<file path="config.mk">
export PLATFORM = sky130hd
export DESIGN_NAME = boot_loader
export DESIGN_NICKNAME = d
export VERILOG_FILES = /design/src/rtl/boot_loader.sv
export SDC_FILE = /design/constraint.sdc
export NUM_CORES = 1
export LEC_CHECK = 0
export BUFFER_PORTS_ARGS = -buffer_cell sky130_fd_sc_hd__buf_2
export CORE_ASPECT_RATIO = 1.5
export CORE_MARGIN = 3
export CORE_UTILIZATION = 52
export CTS_CLUSTER_DIAMETER = 120
export CTS_CLUSTER_SIZE = 12
export DETAILED_ROUTE_END_ITERATION = 6
export PLACE_DENSITY_LB_ADDON = 0.1
export REMOVE_ABC_BUFFERS = 1
export SETUP_SLACK_MARGIN = 0.15
export SYNTH_ARGS = -nofsm -noshare
export SYNTH_HDL_FRONTEND = slang
export SYNTH_SLANG_ARGS = --single-unit
</file>
<file path="constraint.sdc">
create_clock -name CLK -period 3.8 [get_ports CLK]
set_input_delay 0.57 -clock CLK [delete_from_list [all_inputs] [get_ports CLK]]
set_output_delay 0.57 -clock CLK [all_outputs]
set_load 0.05 [all_outputs]
</file>
<file path="src/rtl/boot_loader.sv">
// Streams an instruction image into word memory, then releases the core after a
// programmable delay; an image that fills memory without a last-word marker locks up in ERROR.
module boot_loader #(
  parameter int DEPTH_LOG2    = 8,
  parameter int RELEASE_DELAY = 4
) (
  input  logic                  CLK,
  input  logic                  Reset,
  input  logic                  In_Valid,
  input  logic [31:0]           In_Data,
  input  logic                  In_Last,
  output logic                  In_Ready,
  output logic                  Mem_WE,
  output logic [31:0]           Mem_Addr,
  output logic [31:0]           Mem_WData,
  output logic                  Core_Reset,
  output logic                  Done,
  output logic                  Overflow,
  output logic [DEPTH_LOG2:0]   Word_Count
);

  localparam logic [DEPTH_LOG2:0] CNT_MAX   = {1'b1, {DEPTH_LOG2{1'b0}}};
  localparam logic [DEPTH_LOG2:0] CNT_LAST  = {1'b0, {DEPTH_LOG2{1'b1}}};
  localparam logic [7:0]          HOLD_INIT = 8'(RELEASE_DELAY);

  typedef enum logic [1:0] {LOAD, HOLD, RUN, ERROR} state_t;

  state_t              r_state;
  logic                r_in_ready;
  logic                r_mem_we;
  logic [31:0]         r_mem_addr;
  logic [31:0]         r_mem_wdata;
  logic                r_core_reset;
  logic                r_done;
  logic                r_overflow;
  logic [DEPTH_LOG2:0] r_word_count;
  logic [7:0]          r_hold_cnt;

  logic                w_accept;
  logic [31:0]         w_addr;
  logic [DEPTH_LOG2:0] w_count_inc;

  assign w_accept    = In_Valid & r_in_ready;
  assign w_addr      = 32'({r_word_count, 2'b00});
  assign w_count_inc = (r_word_count == CNT_MAX) ? r_word_count : r_word_count + 1'b1;

  always_ff @(posedge CLK) begin
    if (Reset) begin
      r_state      <= LOAD;
      r_in_ready   <= 1'b1;
      r_mem_we     <= 1'b0;
      r_mem_addr   <= '0;
      r_mem_wdata  <= '0;
      r_core_reset <= 1'b1;
      r_done       <= 1'b0;
      r_overflow   <= 1'b0;
      r_word_count <= '0;
      r_hold_cnt   <= '0;
    end else begin
      r_mem_we <= 1'b0;
      case (r_state)
        LOAD: begin
          if (w_accept) begin
            r_mem_we     <= 1'b1;
            r_mem_addr   <= w_addr;
            r_mem_wdata  <= In_Data;
            r_word_count <= w_count_inc;
            // A last word always terminates cleanly, even in the final slot.
            if (In_Last) begin
              r_state    <= HOLD;
              r_in_ready <= 1'b0;
              r_hold_cnt <= HOLD_INIT;
            end else if (r_word_count == CNT_LAST) begin
              r_state    <= ERROR;
              r_in_ready <= 1'b0;
              r_overflow <= 1'b1;
            end
          end
        end
        HOLD: begin
          // Release coincides with the counter reaching zero, so Core_Reset
          // drops exactly RELEASE_DELAY cycles after the final write.
          if (r_hold_cnt <= 8'd1) begin
            r_state      <= RUN;
            r_hold_cnt   <= '0;
            r_core_reset <= 1'b0;
            r_done       <= 1'b1;
          end else begin
            r_hold_cnt <= r_hold_cnt - 8'd1;
          end
        end
        default: ;
      endcase
    end
  end

  assign In_Ready   = r_in_ready;
  assign Mem_WE     = r_mem_we;
  assign Mem_Addr   = r_mem_addr;
  assign Mem_WData  = r_mem_wdata;
  assign Core_Reset = r_core_reset;
  assign Done       = r_done;
  assign Overflow   = r_overflow;
  assign Word_Count = r_word_count;

endmodule

</file>
; Word-level counts from Yosys, hierarchy flattened
; Index checks and enable logic that the tools add are counted.
[totals]
reg_bits = 65
out_inout_bits = 78
word_cells = 47
[op_classes]
add_sub_neg = 2
magnitude_cmp = 1
n_eq_ne = 7
mux = 12
n_bitwise = 4
reduce_logical = 11
[ops]
columns = op, count
row1 = two-way mux 8 bit, 3
row2 = one-hot mux 8 bit (2 select lines), 1
row3 = "adder 9 x 1 -> 9 bit, second input constant", 1
row4 = "equality test 9 x 8 -> 1 bit, second input constant", 1
row5 = "equality test 9 bit, second input constant", 1
row6 = AND reduction 3 bit, 3
row7 = "<= comparator 8 x 1 -> 1 bit, second input constant", 1
row8 = two-way mux 2 bit, 4
row9 = AND reduction 4 bit, 2
row10 = "subtractor 8 x 1 -> 8 bit, second input constant", 1
row11 = "inequality test 2 bit, second input constant", 3
row12 = one-hot mux 2 bit (2 select lines), 1
row13 = AND reduction 2 bit, 2
row14 = nonzero test 2 bit, 2
row15 = two-way mux 1 bit, 3
row16 = "inequality test 3 bit, second input constant", 1
row17 = inverter 1 bit, 3
row18 = "equality test 2 x 1 -> 1 bit, second input constant", 1
row19 = logical NOT 2 bit, 1
row20 = OR reduction 2 bit, 1
row21 = AND 1 bit, 1

; Longest topological paths before layout
; Gate-level depths: netlist (run 1).
[depth]
depth_word = 5
ltp_mapped = 6

; Worst setup path after synthesis (run 1)
; No wires, ideal clock.
[synth_path]
path_kind = reg-to-reg
start = reg r_word_count[2] (netlist: Word_Count[2])
end = reg r_state[1]
arrival_ns = 1.839
required_time_ns = 3.714
path_slack_ns = 1.875
path_stages_with_launch = 7
period_less_slack_ns = 1.925
path_cell_list = dfxtp_1 > and4_2 > and4_1 > ha_1 > nor2b_1 > nand3_1 > a211oi_1
[synth_via]
elab_chain_cells = 3
[synth_lines]
columns = element, line_no
row1 = "start, declared", 36  ; logic [DEPTH_LOG2:0] r_word_count;
row2 = "start signal, assigned", 67  ; r_word_count <= w_count_inc;
row3 = equality test 9 x 8 -> 1 bit, 73  ; end else if (r_word_count == CNT_LAST) begin
row4 = inequality test 3 bit (no source line), n/a
row5 = AND reduction 4 bit (no source line), n/a
row6 = "end signal, assigned", 70  ; r_state <= HOLD;
row7 = "end signal, assigned", 74  ; r_state <= ERROR;
row8 = "end signal, assigned", 84  ; r_state <= RUN;
row9 = "end, declared", 28  ; state_t r_state;
; Every way passes these cells.
; A chain may end at the register's enable or synchronous reset.

; Worst setup path in the final report (run 1)
[layout_path]
start = reg r_state[1]
end = reg r_mem_wdata[3] (netlist: Mem_WData[3])
[layout_via]
elab_chain_cells = 2
[layout_lines]
columns = element, line_no
row1 = "start signal, assigned", 49  ; r_state <= LOAD;
row2 = "start signal, assigned", 70
row3 = "start signal, assigned", 74
row4 = logical NOT 2 bit, 61  ; case (r_state)
row5 = AND reduction 2 bit (no source line), n/a
row6 = "end signal, assigned", 66  ; r_mem_wdata <= In_Data;
row7 = "end, declared", 32  ; logic [31:0] r_mem_wdata;
; Every way passes these cells.

==> results.cfg, run 1 <==
[route]
topRoutingLayerUsed = met4
dr_wl_met3_um = 365
dr_wl_met2_um = 3370
drt_iter0_drc = 113
wl_per_cell_um = 12.8
ant_nets = 0
vias = 2451
wl_um = 6350
vias_per_cell = 4.92
dr.pass1.iters = 4
met1_length_um = 2510
drcViolationCount = 0

[final_layout]
layout-drive-gt1-share_pct = 27.9
n_antenna_cell = 0
area_delta_synth_final_pct = 21.0
layout.nets = 466

[setup_path]
path_max_fanout = 24
rrSetupSlack_ps = 1900
r2r-end = Mem_WData[3]
critPathSlowestCell = nand3_1
cp-end-kind = flip-flop
crit_chain = nor2_1 > nand3_1 > buf_4 > nand2_1 > a21oi_1
max_stage_delay_ps = 580
crit_type = flip-flop to flip-flop
r2r-start = r_state[1]
worstPathArrival_ps = 2090
start_kind = flip-flop
timing.reg2reg.worst_path_depth = 5
cp.required_ps = 3990
startpoint = r_state[1]

[worst_hold_path]
whs_endpoint = Done
hp-start = Done
holdPathStages = 2
hold_path.class = flip-flop to flip-flop

[place]
gp_congestion = 0.833
pre_cts_ws_ps = 1730
port_buffers = 90
hpwl_um = 4520

[run]
drv_cap = 0

[pwr]
power_density_mw_per_mm2 = 552
p_leak_nw = 1.59
fin_total_pwr_mw = 1.90
ir_drop_uv = 315

[synthesis]
synthCells = 339
synth_top_area_share_pct = 45.8
yosysSeqAreaShare_pct = 45.8
synth.area.top_cells = dfxtp_1 (46%), nand2_1 (11%), a21oi_1 (8.6%)
ys.flop_type = dfxtp_1
syn_area_per_cell_um2 = 8.39
synthArstFlopShare_pct = 0
synth-seq-cells = 65
syn_area_mm2 = 0.00284
ys_types = 49
ys_warn_count = 0
post-synth-top-area-cell = dfxtp_1
synth_edf_count = 0

[cts]
clk_pin_slew_worst_paths_ps = 70
ctsLongestPathBuffers = 2
cts_resized = 0
cts_tree = yes
cts_setup_buffers = 0
clkSinkCount = 65
htreeDepth = 3
cts_made_buffers = 9
cts_root_buffer = clkbuf_8
holdBufCountCts = 0
clkLatencyLatePin_ps = 330

[floorplanning]
ios = 114
start_util_pct = 54.6
core-area_mm2 = 0.00520
die_y_um = 96.6
die_x_um = 66.4
rows = 32
die_area_mm2 = 0.00641

[timing]
skew_ps = 4.87
fin_ws_ps = 1900
tns_ps = 0
period_share_pct = 50.1
rsz0062_at_grt = no
timing.final.setup_violations = 0
hold_viol = 0
slew_headroom_pct = 47.1
drv_slew = 0
worst_slew_pin_slew_ps = 791
timing.fmax_mhz = 526
period_needed_ps = 1900
whs_ps = 442

[global_route]
grt-ovfl-total = 0
grt_antenna_before_repair = 0
grt_usage_pct = 20.0
grt_max_degree = 37
grt_pass1_vias = 2230
grt_pass1_wl_um = 9890

[run_status]
outcome = finished clean
==> registers in the layout, summed over array words and instances, names as in the netlist <==
| register | cells |
|---|---|
| r_hold_cnt | 8 |
| Overflow | 1 |
| Mem_WE | 1 |
| Core_Reset | 1 |
| Done | 1 |
| r_state | 2 |
| In_Ready | 1 |
| Word_Count | 9 |
| Mem_WData | 32 |
| Mem_Addr | 9 |
==> report_power, final <==
part	switching [mW]	internal (mW)
Sequential	0.0401	0.733
Clock	0.254	0.386
Combinational	0.361	0.125
Total	0.655	1.24
==> cell usage in the layout (no fill, tap or decap), drive strengths merged, types with 5 or more instances in the layout <==
cell type / netlist / final
buf: 27 / 93
nand2: 85 / 85
ha: 5 / 5
conb: 1 / 23
o21ai: 6 / 6
clkbuf: 13 / 11
nand3: 6 / 6
inv: 11 / 11
xor2: 6 / 6
nor2: 17 / 17
dfxtp: 65 / 65
a21oi: 49 / 49
==> synthesized netlist by cell type (5+ instances only) <==
cell / count
nand2_1: 85
o21ai_0: 6
nor2_1: 17
clkbuf_1: 11
dfxtp_1: 65
a21oi_1: 49
inv_1: 11
xor2_1: 6
nand3_1: 6
ha_1: 5
buf_4: 24
==> worst max path at each step <==
stage,end,cells past startpoint
after floorplan,Word_Count[1],4
after global placement,In_Ready,5
after detailed placement,In_Ready,5
after CTS,Mem_WData[3],5
after global routing,Mem_WData[3],5
final,Mem_WData[3],5
==> final cells by class <==
| class | instances | area, um2 |
|---|---|---|
| clock buffers | 11 | 141 |
| clock inverters | 5 | 78.8 |
| fillers | 489 | 1760 |
| inverters | 11 | 41.3 |
| multi-input cells | 245 | 1320 |
| flip-flops and latches | 65 | 1300 |
| well taps | 68 | 85.1 |
| repair buffers | 93 | 473 |
==> kinds of logic after synthesis <==
logic type	after synthesis	share of synthesized area, %
mux	2	0.704
simple gates	137	23.0
fa+ha+maj	5	2.20
xor+xnor	7	2.16
flops	65	45.8
other cells	1	0.132
compound gates	71	15.3
buf+inv	51	10.7
==> worst max-delay path, delay by kind of cell, from the launching register on <==
kind | cells | cell delay [ps]
flops | 1 | 360
compound gates | 1 | 70
simple gates | 3 | 840
buf+inv | 1 | 470
==> per-stage QoR <==
step | cells | instance area (um2) | utilization (%)
2_1_floorplan | 321 | 2660 | -
3_3_place_gp | 482 | 3220 | 61.9
3_5_place_dp | 482 | 3220 | 61.9
4_1_cts | 498 | 3440 | 66.1
5_1_grt | 498 | 3440 | 66.1
6_report | 498 | 3440 | 66.1
==> per-layer routing <==
metal  track usage (%)  up-vias
met5                 0        -
met4              7.29        0
met3              6.94        9
met1              22.3     1118
met2              35.0       71
li1                  -     1253
Power figures use the tool's default switching activity.
==> run 2, diff against run 1 <==
Settings changed: CORE_UTILIZATION 52 to 43.
Clock period 3.8 ns to 1.6 ns, I/O delays scaled along.
==> run 2 against run 1 <==
Compared with the run above: critical path depth rose by 2; critical endpoint is now r_hold_cnt[0]; maximum frequency rose by 22%; power up 140%; highest routed layer unchanged; cell area up 11%; clock skew increased by 2.8 ps; combinational power grew to 2.8 times the previous value; sequential share of layout area is 3.5 points lower; non-clock buffer count grew 34; utilization decreased by 5.0 points; sequential power rose by 140%.
==> results.cfg, run 2 (synthesis gave the netlist of run 1 again) <==
[cts]
holdBufCountCts = 0
cts_made_buffers = 9
cts_root_buffer = clkbuf_8
clk_pin_slew_worst_paths_ps = 80
clkSinkCount = 65
cts_tree = yes
htreeDepth = 3
clkLatencyLatePin_ps = 340
ctsLongestPathBuffers = 2

[pwr]
p_comb_share_pct = 30.5
fin_total_pwr_mw = 4.49
power_density_mw_per_mm2 = 1170
p_leak_nw = 1.76
power_switching_mw = 1.66
switching_share_pct = 36.9
pwr-share-seq_pct = 40.9
ir_drop_uv = 714
clkPwrFrac_pct = 28.6
internal_power_mw = 2.83

[place]
dp_cells = 511
hpwl_um = 4900
pre_cts_ws_ps = -46.3
gp_congestion = 0.782
port_buffers = 90
placed_area_mm2 = 0.00342

[setup_path]
cp-end-kind = flip-flop
start_kind = flip-flop
cp.required_ps = 1870
critPathSlowestCell = dfxtp_2
worstPathArrival_ps = 1830
crit_chain = inv_2 > ha_4 > or2_4 > a311oi_4 > buf_4 > mux2i_1 > nor2_1
max_stage_delay_ps = 350
path_max_fanout = 3
crit_type = flip-flop to flip-flop

[route]
vias = 2582
vias_per_cell = 4.80
drt_iter0_drc = 122
ant_nets = 0
wl_um = 7080
drcViolationCount = 0
dr.pass1.iters = 4
wl_per_cell_um = 13.2

[final_layout]
layout.cells.most_common = buf_2
layout_common_cells = buf_2 (88), nand2_1 (85), dfxtp_1 (55)
final_util_pct = 61.1
n_antenna_cell = 0
layout-drive-gt1-share_pct = 39.2
fill_cells = 563
final_cells = 538
layout.nets = 500
area_delta_synth_final_pct = 34.5
fin_area_mm2 = 0.00383
largest_reg_flops = 32

[floorplanning]
rows = 35
ios = 114
die_y_um = 106
die_area_mm2 = 0.00765
die_x_um = 72.4
core-area_mm2 = 0.00626
start_util_pct = 45.4

[global_route]
grt-ovfl-total = 0
grt_pass1_vias = 2351
grt_max_degree = 31
grt_pass1_wl_um = 11400
grt_antenna_before_repair = 0
grt_usage_pct = 18.7

[timing]
rsz0062_at_grt = yes
timing.fmax_mhz = 641
skew_ps = 7.72
period_share_pct = 97.6
whs_ps = 127
drv_slew = 0
period_needed_ps = 1560
fin_ws_ps = 38.9
timing.final.setup_violations = 0
tns_ps = 0
hold_viol = 0

[worst_hold_path]
hold_path.class = input pin to flip-flop

[run_status]
outcome = finished clean

[run]
drv_cap = 0
-- run 2: cell count changes in the layout (fill, tap and decap cells not counted), moves of 3 or more --
cell        delta
inv_2          +3
dfxtp_2       +10
nand3_2        +3
buf_6          +5
ha_1           -4
inv_1          -3
dfxtp_1       -10
clkinvlp_4     +3
o21ai_0        -4
nand3_1        -3
buf_4         +28
-- run 2: critical path: cells and delay by family (launching register included) --
kind                     cells  cell delay [ps]
buffers and inverters        2              250
AO/OA/AOI/OAI                1              320
AND/OR/NAND/NOR              2              360
multiplexers                 1               60
adder cells (fa/ha/maj)      1              150
flip-flops                   1              350
-- run 2: worst paths after layout --
kind / from / to / slack (ps) / depth (start not counted)
setup / recovery: r_hold_cnt[0] / r_hold_cnt[0] / 40 / 7
hold / removal: In_Data[20] / Mem_WData[20] / 130 / 3
hold reg to reg: Done / Done / 440 / 2
setup reg to reg: r_hold_cnt[0] / r_hold_cnt[0] / 40 / 7
-- run 2: layout make-up --
type / instances / area (um2) / share of cell area (%)
Clock buffer: 12 / 155 / 4.05
Clock inverter: 4 / 27.5 / 0.719
Inverter: 11 / 41.3 / 1.08
Multi-Input combinational cell: 245 / 1420 / 37.2
Sequential cell: 65 / 1310 / 34.3
Tap cell: 74 / 92.6 / 2.42
Timing Repair Buffer: 127 / 772 / 20.2
-- run 2: timing repair --
action | 4_1_cts | 5_1_grt
setup buffers | 3 | 8
setup endpoints to repair | 17 | 32
gates resized for setup | 21 | 26
pin swaps | 11 | 18
cloned | 0 | 0
-- run 2: power by group through the flow --
stage / logic (mW) / registers, mW / clock network (mW)
floorplan: 0.533 / 2.21 / 0
global placement: 1.26 / 1.85 / 0
detailed placement: 1.27 / 1.85 / 0
CTS: 1.30 / 1.82 / 1.31
global route: 1.47 / 1.85 / 1.40
finish: 1.37 / 1.83 / 1.28
-- run 2: per-layer routing --
| metal | track usage, % | wire length (um) | vias up |
|---|---|---|---|
| li1 | - | - | 1319 |
| met4 | 7.52 | 99 | 0 |
| met1 | 20.9 | 2780 | 1198 |
| met3 | 4.39 | 350 | 7 |
| met2 | 33.3 | 3850 | 58 |
| met5 | 0 | 0 | - |
==> run 3, diff against run 2 <==
Settings changed: CELL_PAD_IN_SITES_DETAIL_PLACEMENT set to 1, CELL_PAD_IN_SITES_GLOBAL_PLACEMENT set to 1, CORE_UTILIZATION 43 to 31.
==> run 3 against run 2 <==
Compared with the run above: cell area increased by 6.1%; sequential share of layout area decreased by 1.8 points; global-route usage decreased by 3.1 points; via count increased by 4.6%; non-clock buffer count increased by 6; sequential power about the same; clock-buffer cell count decreased by 2; critical path type unchanged; highest routed layer unchanged.
==> results.cfg, run 3 (synthesis gave the netlist of run 1 again) <==
[worst_hold_path]
hold_path.class = input pin to flip-flop
holdPathStages = 3

[timing]
skew_ps = 2.56
drv_slew = 0
period_share_pct = 93.9
hold_viol = 0
timing.fmax_mhz = 665
rsz0062_at_grt = yes
timing.final.setup_violations = 0
period_needed_ps = 1500

[cts]
ctsLongestPathBuffers = 2
cts_tree = yes
clkSinkCount = 65
htreeDepth = 3
clkLatencyLatePin_ps = 330
cts_root_buffer = clkbuf_16
clk_pin_slew_worst_paths_ps = 50
holdBufCountCts = 0
cts_made_buffers = 9

[pwr]
clkPwrFrac_pct = 37.5
p_leak_nw = 1.86
ir_drop_uv = 648
internal_power_mw = 3.44
pwr-share-seq_pct = 35.0
switching_share_pct = 34.2
power_density_mw_per_mm2 = 1290
p_comb_share_pct = 27.5
fin_total_pwr_mw = 5.22
power_switching_mw = 1.78

[setup_path]
cp.required_ps = 1860
path_max_fanout = 7
worstPathArrival_ps = 1760
cp-end-kind = flip-flop
timing.reg2reg.worst_path_depth = 7
crit_type = flip-flop to flip-flop
start_kind = flip-flop

[floorplanning]
ios = 114
core-area_mm2 = 0.00888
rows = 42
die_area_mm2 = 0.0104
start_util_pct = 32.0
die_y_um = 123
die_x_um = 84.2

[route]
drt_iter0_drc = 51
vias = 2700
vias_per_cell = 4.66
dr.pass1.iters = 4
drcViolationCount = 0
ant_nets = 0
wl_um = 8300
wl_per_cell_um = 14.3

[place]
port_buffers = 90
hpwl_um = 5730
dp_cells = 549
gp_congestion = 0.783

[run_status]
outcome = finished clean

[global_route]
grt_pass1_vias = 2657
grt_pass1_wl_um = 12800
grt-ovfl-total = 0
grt_antenna_before_repair = 0
grt_max_degree = 29
grt_usage_pct = 15.7

[final_layout]
largest_reg_flops = 32
area_delta_synth_final_pct = 42.8
layout.cells.most_common = buf_2
n_antenna_cell = 0
layout.nets = 506
layout_common_cells = buf_2 (89), nand2_1 (85), dfxtp_1 (54)
layout-drive-gt1-share_pct = 41.9
final_cells = 580

[run]
drv_cap = 0
==> run 3: repair_timing <==
| item | in CTS | in global routing |
|---|---|---|
| setup endpoints to repair | 42 | 38 |
| buffers inserted | 8 | 7 |
| hold endpoints to repair | 0 | 0 |
| pin swaps | 13 | 17 |
| gates resized for setup | 32 | 24 |
==> run 3: power by group through the flow <==
stage / Combinational [mW] / Clock, mW / Sequential [mW]
after floorplan: 0.533 / 0 / 2.21
after global placement: 1.29 / 0 / 1.85
after detailed placement: 1.31 / 0 / 1.85
after CTS: 1.37 / 2.02 / 1.82
after global routing: 1.55 / 2.07 / 1.85
final: 1.44 / 1.96 / 1.83
==> run 3: path summary, 6_finish.rpt <==
kind | from | end | slack, ps
hold / removal | In_Data[23] | Mem_WData[23] | 140
setup reg to reg | r_hold_cnt[0] | r_hold_cnt[5] | 100
hold reg to reg | Done | Done | 450
setup / recovery | r_hold_cnt[0] | r_hold_cnt[5] | 100
==> run 3: worst max-delay path, cell delays in order, from the launching register on <==
cell      delay, ps
dfxtp_4         380
inv_4            40
ha_4            140
or2_4           250
a311oi_4        220
buf_6           180
a221oi_2         60
nor3_1          160
==> run 3: layout make-up <==
cell class	instances	area [um2]
Clock inverter	6	57.6
Clock buffer	10	239
Timing Repair Buffer	133	787
Sequential cell	65	1320
Multi-Input combinational cell	245	1480
Tap cell	110	138
Fill cell	1095	4820
Inverter	11	43.8
==> run 3: layer usage <==
layer | global-route usage [%] | vias to the layer above | share of wire (%)
li1 | - | 1332 | -
met1 | 16.7 | 1280 | 39
met2 | 27.7 | 67 | 54
met3 | 4.07 | 21 | 4.5
met4 | 9.36 | 0 | 3.3
met5 | 0 | - | 0
==> run 3: metrics by stage <==
stage | setup WS [ps] | TNS [ps] | area, um2 | utilization [%] | hold slack [ps]
after floorplan | -444 | -19870 | 2660 | - | 305
after global placement | -35.1 | -35.1 | 3470 | 39.0 | 427
after detailed placement | -127 | -315 | 3470 | 39.0 | 437
after CTS | 91.1 | 0 | 3930 | 44.2 | 133
after global routing | 38.4 | 0 | 4060 | 45.7 | 136
final | 97.2 | 0 | 4060 | 45.7 | 141
